File: src/rtl/rns2bin_mrc_seq.sv
// Sequential mixed-radix converter for the residue set {32,31,21,5}: one MRC digit per cycle.
// Optional RNS_RANGE_CHECK_EN flags out-of-range tuples instead of canonicalising them.
module rns2bin_mrc_seq #(
    parameter int unsigned MOD_SIZE = 5,
    parameter int unsigned DYN_SIZE = 17,
    parameter int unsigned CNT_W    = 8
) (
    input  logic                clk,
    input  logic                reset,
    input  logic                in_valid,
    output logic                in_ready,
    input  logic [MOD_SIZE-1:0] x0,
    input  logic [MOD_SIZE-1:0] x1,
    input  logic [MOD_SIZE-1:0] x2,
    input  logic [MOD_SIZE-1:0] x3,
    output logic                out_valid,
    input  logic                out_ready,
    output logic [DYN_SIZE-1:0] N,
    output logic                out_err,
    output logic                busy,
    output logic [CNT_W-1:0]    conv_cnt
);

    typedef enum logic [2:0] {StIdle, StD2, StD3, StD4, StAcc, StOut} state_e;

    localparam logic [DYN_SIZE-1:0] W2 = DYN_SIZE'(32);
    localparam logic [DYN_SIZE-1:0] W3 = DYN_SIZE'(992);
    localparam logic [DYN_SIZE-1:0] W4 = DYN_SIZE'(20832);

    state_e               state_q, state_d;
    logic [MOD_SIZE-1:0]  x1_q, x1_d, x2_q, x2_d, x3_q, x3_d;
    logic [MOD_SIZE-1:0]  a1_q, a1_d, a2_q, a2_d, a3_q, a3_d;
    logic [2:0]           a4_q, a4_d;
    logic [DYN_SIZE-1:0]  n_q, n_d;
    logic                 out_valid_q, out_valid_d;
    logic [CNT_W-1:0]     cnt_q, cnt_d;
    logic                 err_q, err_d;
    logic [9:0]           t1, t2, t3;

    always_ff @(posedge clk or negedge reset) begin
        if (!reset) begin
            state_q     <= StIdle;
            x1_q        <= '0;
            x2_q        <= '0;
            x3_q        <= '0;
            a1_q        <= '0;
            a2_q        <= '0;
            a3_q        <= '0;
            a4_q        <= '0;
            n_q         <= '0;
            out_valid_q <= 1'b0;
            cnt_q       <= '0;
            err_q       <= 1'b0;
        end else begin
            state_q     <= state_d;
            x1_q        <= x1_d;
            x2_q        <= x2_d;
            x3_q        <= x3_d;
            a1_q        <= a1_d;
            a2_q        <= a2_d;
            a3_q        <= a3_d;
            a4_q        <= a4_d;
            n_q         <= n_d;
            out_valid_q <= out_valid_d;
            cnt_q       <= cnt_d;
            err_q       <= err_d;
        end
    end

    // Offsets added before each '%' keep every signed difference non-negative.
    always_comb begin
        state_d     = state_q;
        x1_d        = x1_q;
        x2_d        = x2_q;
        x3_d        = x3_q;
        a1_d        = a1_q;
        a2_d        = a2_q;
        a3_d        = a3_q;
        a4_d        = a4_q;
        n_d         = n_q;
        out_valid_d = out_valid_q;
        cnt_d       = cnt_q;
        err_d       = err_q;
        in_ready    = 1'b0;
        t1          = '0;
        t2          = '0;
        t3          = '0;
        unique case (state_q)
            StIdle: begin
                in_ready = 1'b1;
                if (in_valid) begin
                    a1_d = x0;
`ifdef RNS_RANGE_CHECK_EN
                    x1_d  = x1;
                    x2_d  = x2;
                    x3_d  = x3;
                    err_d = (x1 == MOD_SIZE'(31)) || (x2 >= MOD_SIZE'(21)) ||
                            (x3 >= MOD_SIZE'(5));
`else
                    x1_d  = (x1 == MOD_SIZE'(31)) ? '0 : x1;
                    x2_d  = (x2 >= MOD_SIZE'(21)) ? x2 - MOD_SIZE'(21) : x2;
                    x3_d  = (x3 >= MOD_SIZE'(5)) ? x3 - MOD_SIZE'(5) : x3;
                    err_d = 1'b0;
`endif
                    state_d = StD2;
                end
            end
            StD2: begin
                t1      = (10'(x1_q) + 10'd62 - 10'(a1_q)) % 10'd31;
                a2_d    = MOD_SIZE'(t1);
                state_d = StD3;
            end
            StD3: begin
                t1      = (10'(x2_q) + 10'd42 - 10'(a1_q)) % 10'd21;
                t2      = (t1 * 10'd2 + 10'd42 - 10'(a2_q)) % 10'd21;
                t3      = (t2 * 10'd19) % 10'd21;
                a3_d    = MOD_SIZE'(t3);
                state_d = StD4;
            end
            StD4: begin
                t1      = (10'(x3_q) + 10'd35 - 10'(a1_q)) % 10'd5;
                t2      = (t1 * 10'd3 + 10'd55 - 10'(a2_q) - 10'(a3_q)) % 10'd5;
                a4_d    = 3'(t2);
                state_d = StAcc;
            end
            StAcc: begin
                n_d = DYN_SIZE'(a1_q) + DYN_SIZE'(a2_q) * W2 + DYN_SIZE'(a3_q) * W3 +
                      DYN_SIZE'(a4_q) * W4;
                if (err_q) n_d = '0;
                out_valid_d = 1'b1;
                state_d     = StOut;
            end
            StOut: begin
                if (out_ready) begin
                    out_valid_d = 1'b0;
                    err_d       = 1'b0;
                    if (cnt_q != {CNT_W{1'b1}}) cnt_d = cnt_q + CNT_W'(1);
                    state_d = StIdle;
                end
            end
            default: state_d = StIdle;
        endcase
    end

    assign out_valid = out_valid_q;
    assign N         = n_q;
    assign busy      = (state_q != StIdle);
    assign conv_cnt  = cnt_q;
`ifdef RNS_RANGE_CHECK_EN
    assign out_err   = err_q;
`else
    assign out_err   = 1'b0;
`endif

endmodule

File: config.mk
export PLATFORM = sky130hd
export DESIGN_NAME = rns2bin_mrc_seq
export DESIGN_NICKNAME = d
export VERILOG_FILES = /design/src/rtl/rns2bin_mrc_seq.sv
export SDC_FILE = /design/constraint.sdc
export NUM_CORES = 1
export LEC_CHECK = 0
export ABC_AREA = 1
export BUFFER_PORTS_ARGS = -buffer_cell sky130_fd_sc_hd__buf_2
export CORE_ASPECT_RATIO = 2
export CORE_MARGIN = 3
export CORE_UTILIZATION = 66
export CTS_BUF_LIST = sky130_fd_sc_hd__clkbuf_8
export DETAILED_ROUTE_END_ITERATION = 10
export PLACE_DENSITY = 0.85
export SYNTH_ARGS = -nofsm -noshare
export SYNTH_HDL_FRONTEND = slang
export SYNTH_SLANG_ARGS = --single-unit
File: constraint.sdc
create_clock -name clk -period 15.2 [get_ports clk]
set_input_delay 3.04 -clock clk [delete_from_list [all_inputs] [get_ports clk]]
set_output_delay 3.04 -clock clk [all_outputs]
set_load 0.05 [all_outputs]
# Yosys cells after proc, flatten, opt, wreduce, memory -nomap -nowiden
# Index checks and enable logic that the tools add are counted.
[classes]
add_sub_neg = 17
magnitude_cmp = 2
n_mul = 4
reduce_logical = 9
n_div = 6
n_eq_ne = 9
muxes = 12
[ops]
columns = ["operator", "n"]
rows = [
  ["$mod 10x5->10 const B", 4],
  ["$sub 10x5->10", 3],
  ["$sub 7x5->8", 3],
  ["$add 5x6->7 const B", 3],
  ["$add 10x6->10 const B", 2],
  ["$mod 10x3->10 const B", 2],
  ["$pmux 3 s6", 1],
  ["$add 16x17->17", 1],
  ["$mux 17", 1],
  ["$add 11x15->16", 1],
  ["$mux 5", 3],
  ["$mul 3x10->12 const B", 1],
  ["$add 5x10->11", 1],
  ["$mul 10x2->10 const B", 1],
  ["$mul 10x5->10 const B", 1],
  ["$mul 5x5->10 const B", 1],
  ["$add 8x1->8 const B", 1],
  ["$ne 8x8->1 const B", 1],
  ["$eq 3x2->1 const B", 2],
  ["$eq 3x3->1 const B", 2],
  ["$mux 3", 2],
  ["$reduce_and 2->1", 3],
  ["$reduce_and 3->1", 2],
  ["$eq 5x5->1 const B", 1],
  ["other kinds (11)", 16],
]
[word_totals]
input_bits = 24
output_inout_bits = 29
wordCells = 71
register_bits = 63

# Logic depth before layout (Yosys ltp)
[depth]
word_depth = 8
ltp_mapped = 133
ltp_nobuf = 132

# Worst setup path after synthesis
# Ideal clock, no wire load.
[synth_path]
path_kind = "flip-flop to flip-flop"
startpoint = "register a1_q[1]"
endpoint = "register a3_q[2]"
n_path_buf = 1
slack_ns = 1.218
t_required_ns = 15.083
arrival_time_ns = 13.865
period_less_slack_ns = 13.982
setup_time_ns = 0.117
path_stages_with_launch = 126
path_cell_list = "dfrtp_1 > ha_1 > inv_1 > ha_1 > fa_1 > or2_1 > nand2_1 > nand2_1 > nand3_1 > nand2_2 > nand3_1 > nand2_2 > ha_1 > nor2_1 > nor2_4 > nand2_4 > nand2_1 > and2_1 > [90 not listed] > ha_1 > inv_1 > nand3_2 > nand2_2 > nand2_4 > nand3_4 > nand2_1 > nand2_1 > ha_1 > inv_1 > nand3_1 > nand3_2 > nand2_4 > nand2_4 > nand2_1 > nand2_1 > nand2_1 > nand2_1"
[synth_between]
elab_chain_cells = 7
[synth_rtl]
columns = ["item", "line", "rtl"]
rows = [
  ["from (decl)", "32", "logic [MOD_SIZE-1:0] a1_q, a1_d, a2_q, a2_d, a3_q, a3_d;"],
  ["from (signal assigned)", "46", "a1_q <= '0;"],
  ["from (signal assigned)", "59", "a1_q <= a1_d;"],
  ["$sub 7x5->8", "114", "t1 = (10'(x2_q) + 10'd42 - 10'(a1_q)) % 10'd21;"],
  ["$mod 10x5->10", "114", ""],
  ["$add 10x6->10", "115", "t2 = (t1 * 10'd2 + 10'd42 - 10'(a2_q)) % 10'd21;"],
  ["$sub 10x5->10", "115", ""],
  ["$mod 10x5->10", "115", ""],
  ["$mul 10x5->10", "116", "t3 = (t2 * 10'd19) % 10'd21;"],
  ["$mod 10x5->10", "116", ""],
  ["to (signal assigned)", "48", "a3_q <= '0;"],
  ["to (signal assigned)", "61", "a3_q <= a3_d;"],
  ["to (decl)", "32", ""],
]
# Every way passes these cells.
# A chain may end at the register's enable or synchronous reset.

# Final worst setup path
# Ends and elaborated chain as after synthesis.

==> qor.csv <==
metric,value,unit
initial antenna violation count,0,
die span in x,98.2,µm
Syn Inst Count,1647,
Filler Cell Count,1151,
ys flop type,dfrtp_1,
"commonest non-fill, non-tap cell in the layout",nand2_1,
final core occ,0.783,
Rows,66,
CP Max Fanout,8,
CP bufs+invs,22,
Pre-antenna DRT Iters,8,
total congestion overflow,0,
CP required,15.45,ns
core outline area,16400,µm²
Syn Nets,1850,
I/O Buffers,51,
Fin Clk Skew,0.0121,ns
"EDFF count, synth",0,
Slew headroom,0.282,
DR iter-0 viols,497,
Via Count,11100,
largest net degree at the start of global routing,63,
nature of the critical path startpoint,flop,
Final Cell Area,12900,µm²
register area,1550,µm²
max_cap viols,0,
TritonCTS Sinks,62,
per-cell routed wire length,14.6,µm
period utilization,0.973,
top cell type's share of synthesized area,0.163,
area grow syn2layout,14.8,%
"Arr. time, crit path",15.04,ns
Starting Density,0.682,
Inserted Diodes,0,
synth top area cells,"ha_1, dfrtp_1, nand2_1, inv_1, nand3_1",
TritonCTS clock tree,built,
final setup vio count,0,
Max Slew Vio Count,0,
vias in the first global route,10700,
"Async S/R FF share, synth",1.00,
total die area,18700,µm²
# H-tree levels,3,
multi-input logic area,8880,µm²
Ports,53,
first-pass GRT wire length,43900,µm
Highest Clock Rate,0.0676,GHz
Residual DRC,0,
root buffer cell,clkbuf_8,
CTS buffer count,9,
Top delay family on crit path,simple AND/OR/NAND/NOR gates,
post-synthesis register bit count,62,
synth unique cells,58,
fraction of layout cells with a size suffix above 1,0.222,
RD Place Congestion,0.923,
remaining antenna violation count,0,
Total GRT Usage,0.277,
Crit. End Element,flop,
Mean Syn Cell Area,6.81,µm²
most repeated library cell on the critical path,nand2_2,
WHS,0.491,ns
Syn. warnings,0,
# hold bufs at CTS,0,
slowest cell on the critical path,fa_2,
Placed Area,11700,µm²
worst skew pair latency,0.36,ns
synthesized area,11200,µm²
Hold Path Class,flop to flop,
clk slew on worst S/H paths,0.08,ns
Routed WL,28800,µm
worst-margin pin slew,1.07,ns
minimum clock period,14.79,ns
Final nets,1960,
critical path class,flop to flop,
Max Root-Sink Buffers,2,
status,"finished, final reports clean",
Yosys top cell by area,ha_1,
DPL Wire Length,21200,µm
sequential area share after synthesis,0.138,
vias per cell,5.66,
setup TNS,0,ns
"slowest stage delay, CP",0.57,ns
Final Hold Vio Count,0,
"top library cells by usage in the layout, fill and taps aside","nand2_1, inv_1, ha_1",
die height,190,µm
-- routing by layer --
layer  track usage  vias to the layer above  wire length [µm]
li1              -                     5431                 -
met1         0.250                     5183              9650
met2         0.577                      357             16200
met3        0.0293                      152              1030
met4         0.146                        0              1950
met5             0                        -                 0
-- final timing paths --
path	from	endpoint	slack, ns	cells past startpoint
max in group asynchronous	reset	N[2]$_DFFE_PN0P_	11.81	2
hold / removal	N[11]$_DFFE_PN0P_	N[11]$_DFFE_PN0P_	0.49	2
setup / recovery	a1_q[1]$_DFFE_PN0P_	a3_q[2]$_DFFE_PN0P_	0.41	119
min in group asynchronous	reset	conv_cnt[6]$_DFFE_PN0P_	2.86	2
hold reg to reg	N[11]$_DFFE_PN0P_	N[11]$_DFFE_PN0P_	0.49	2
setup reg to reg	a1_q[1]$_DFFE_PN0P_	a3_q[2]$_DFFE_PN0P_	0.41	119
-- state kept, by name, indices dropped and copies added, names as in the netlist --
signal and count:
N 17, a1_q 5, a2_q 5, a3_q 5
a4_q 3, conv_cnt 8, out_valid 1, state_q 3
x1_q 5, x2_q 5, x3_q 5
-- what timing repair did --
item | 4_1_cts | 5_1_grt
gates resized for setup | 7 | 110
buffers inserted | 4 | 48
pin swaps | 1 | 64
setup endpoints to repair | 5 | 8
-- metrics by stage --
step	std cells	setup WS, ns
6_report	1966	0.410
5_1_grt	1966	-0.512
4_1_cts	1918	0.0496
3_5_place_dp	1898	-0.375
3_3_place_gp	1898	0.230
2_1_floorplan	1647	1.22
-- synthesized netlist by cell type (2+ instances only) --
| cell type | count |
|---|---|
| a211oi_1 | 2 |
| a21o_1 | 2 |
| a21oi_1 | 52 |
| a21oi_2 | 4 |
| a21oi_4 | 4 |
| a31o_2 | 2 |
| a31oi_1 | 6 |
| and2_1 | 4 |
| clkbuf_1 | 7 |
| clkinv_1 | 6 |
| dfrtp_1 | 62 |
| fa_1 | 33 |
| ha_1 | 146 |
| inv_1 | 291 |
| inv_2 | 33 |
| nand2_1 | 364 |
| nand2_2 | 59 |
| nand2_4 | 22 |
| nand3_1 | 145 |
| nand3_2 | 24 |
| nand3_4 | 3 |
| nand3b_1 | 4 |
| nand4_1 | 21 |
| nand4_2 | 3 |
| nor2_1 | 93 |
| nor2_2 | 12 |
| nor2_4 | 8 |
| nor3_1 | 12 |
| o211ai_1 | 2 |
| o21a_1 | 2 |
| o21ai_0 | 64 |
| o21ai_1 | 15 |
| o21bai_1 | 8 |
| o22ai_1 | 3 |
| o31ai_1 | 3 |
| or2_1 | 2 |
| or2_2 | 3 |
| xnor2_1 | 19 |
| xor2_1 | 82 |
| xor2_2 | 2 |
-- logic make-up after synthesis --
family          share of synthesized area
simple gates                        0.345
buf+inv                             0.117
fa+ha+maj                           0.222
compound gates                     0.0929
xor+xnor                           0.0842
flops                               0.138
other cells                      0.000334
mux                              0.000893
-- cell type report --
class                           instances  share of cell area
Clock buffer                           10              0.0107
Timing Repair Buffer                  108              0.0540
Inverter                              333              0.0980
Sequential cell                        62               0.121
Clock inverter                          6             0.00671
Tap cell                              204              0.0198
Multi-Input combinational cell       1243               0.690
-- tightest hold or removal path, delay by kind of cell, from the launching register on --
family | cells | cell delay (ns)
AO/OA/AOI/OAI | 1 | 0.06
AND/OR/NAND/NOR | 1 | 0.05
flip-flops | 1 | 0.35
Power is left out: the tool's default activity adds up to more than one toggle a clock period on the data nets, which glitch-free logic cannot reach.
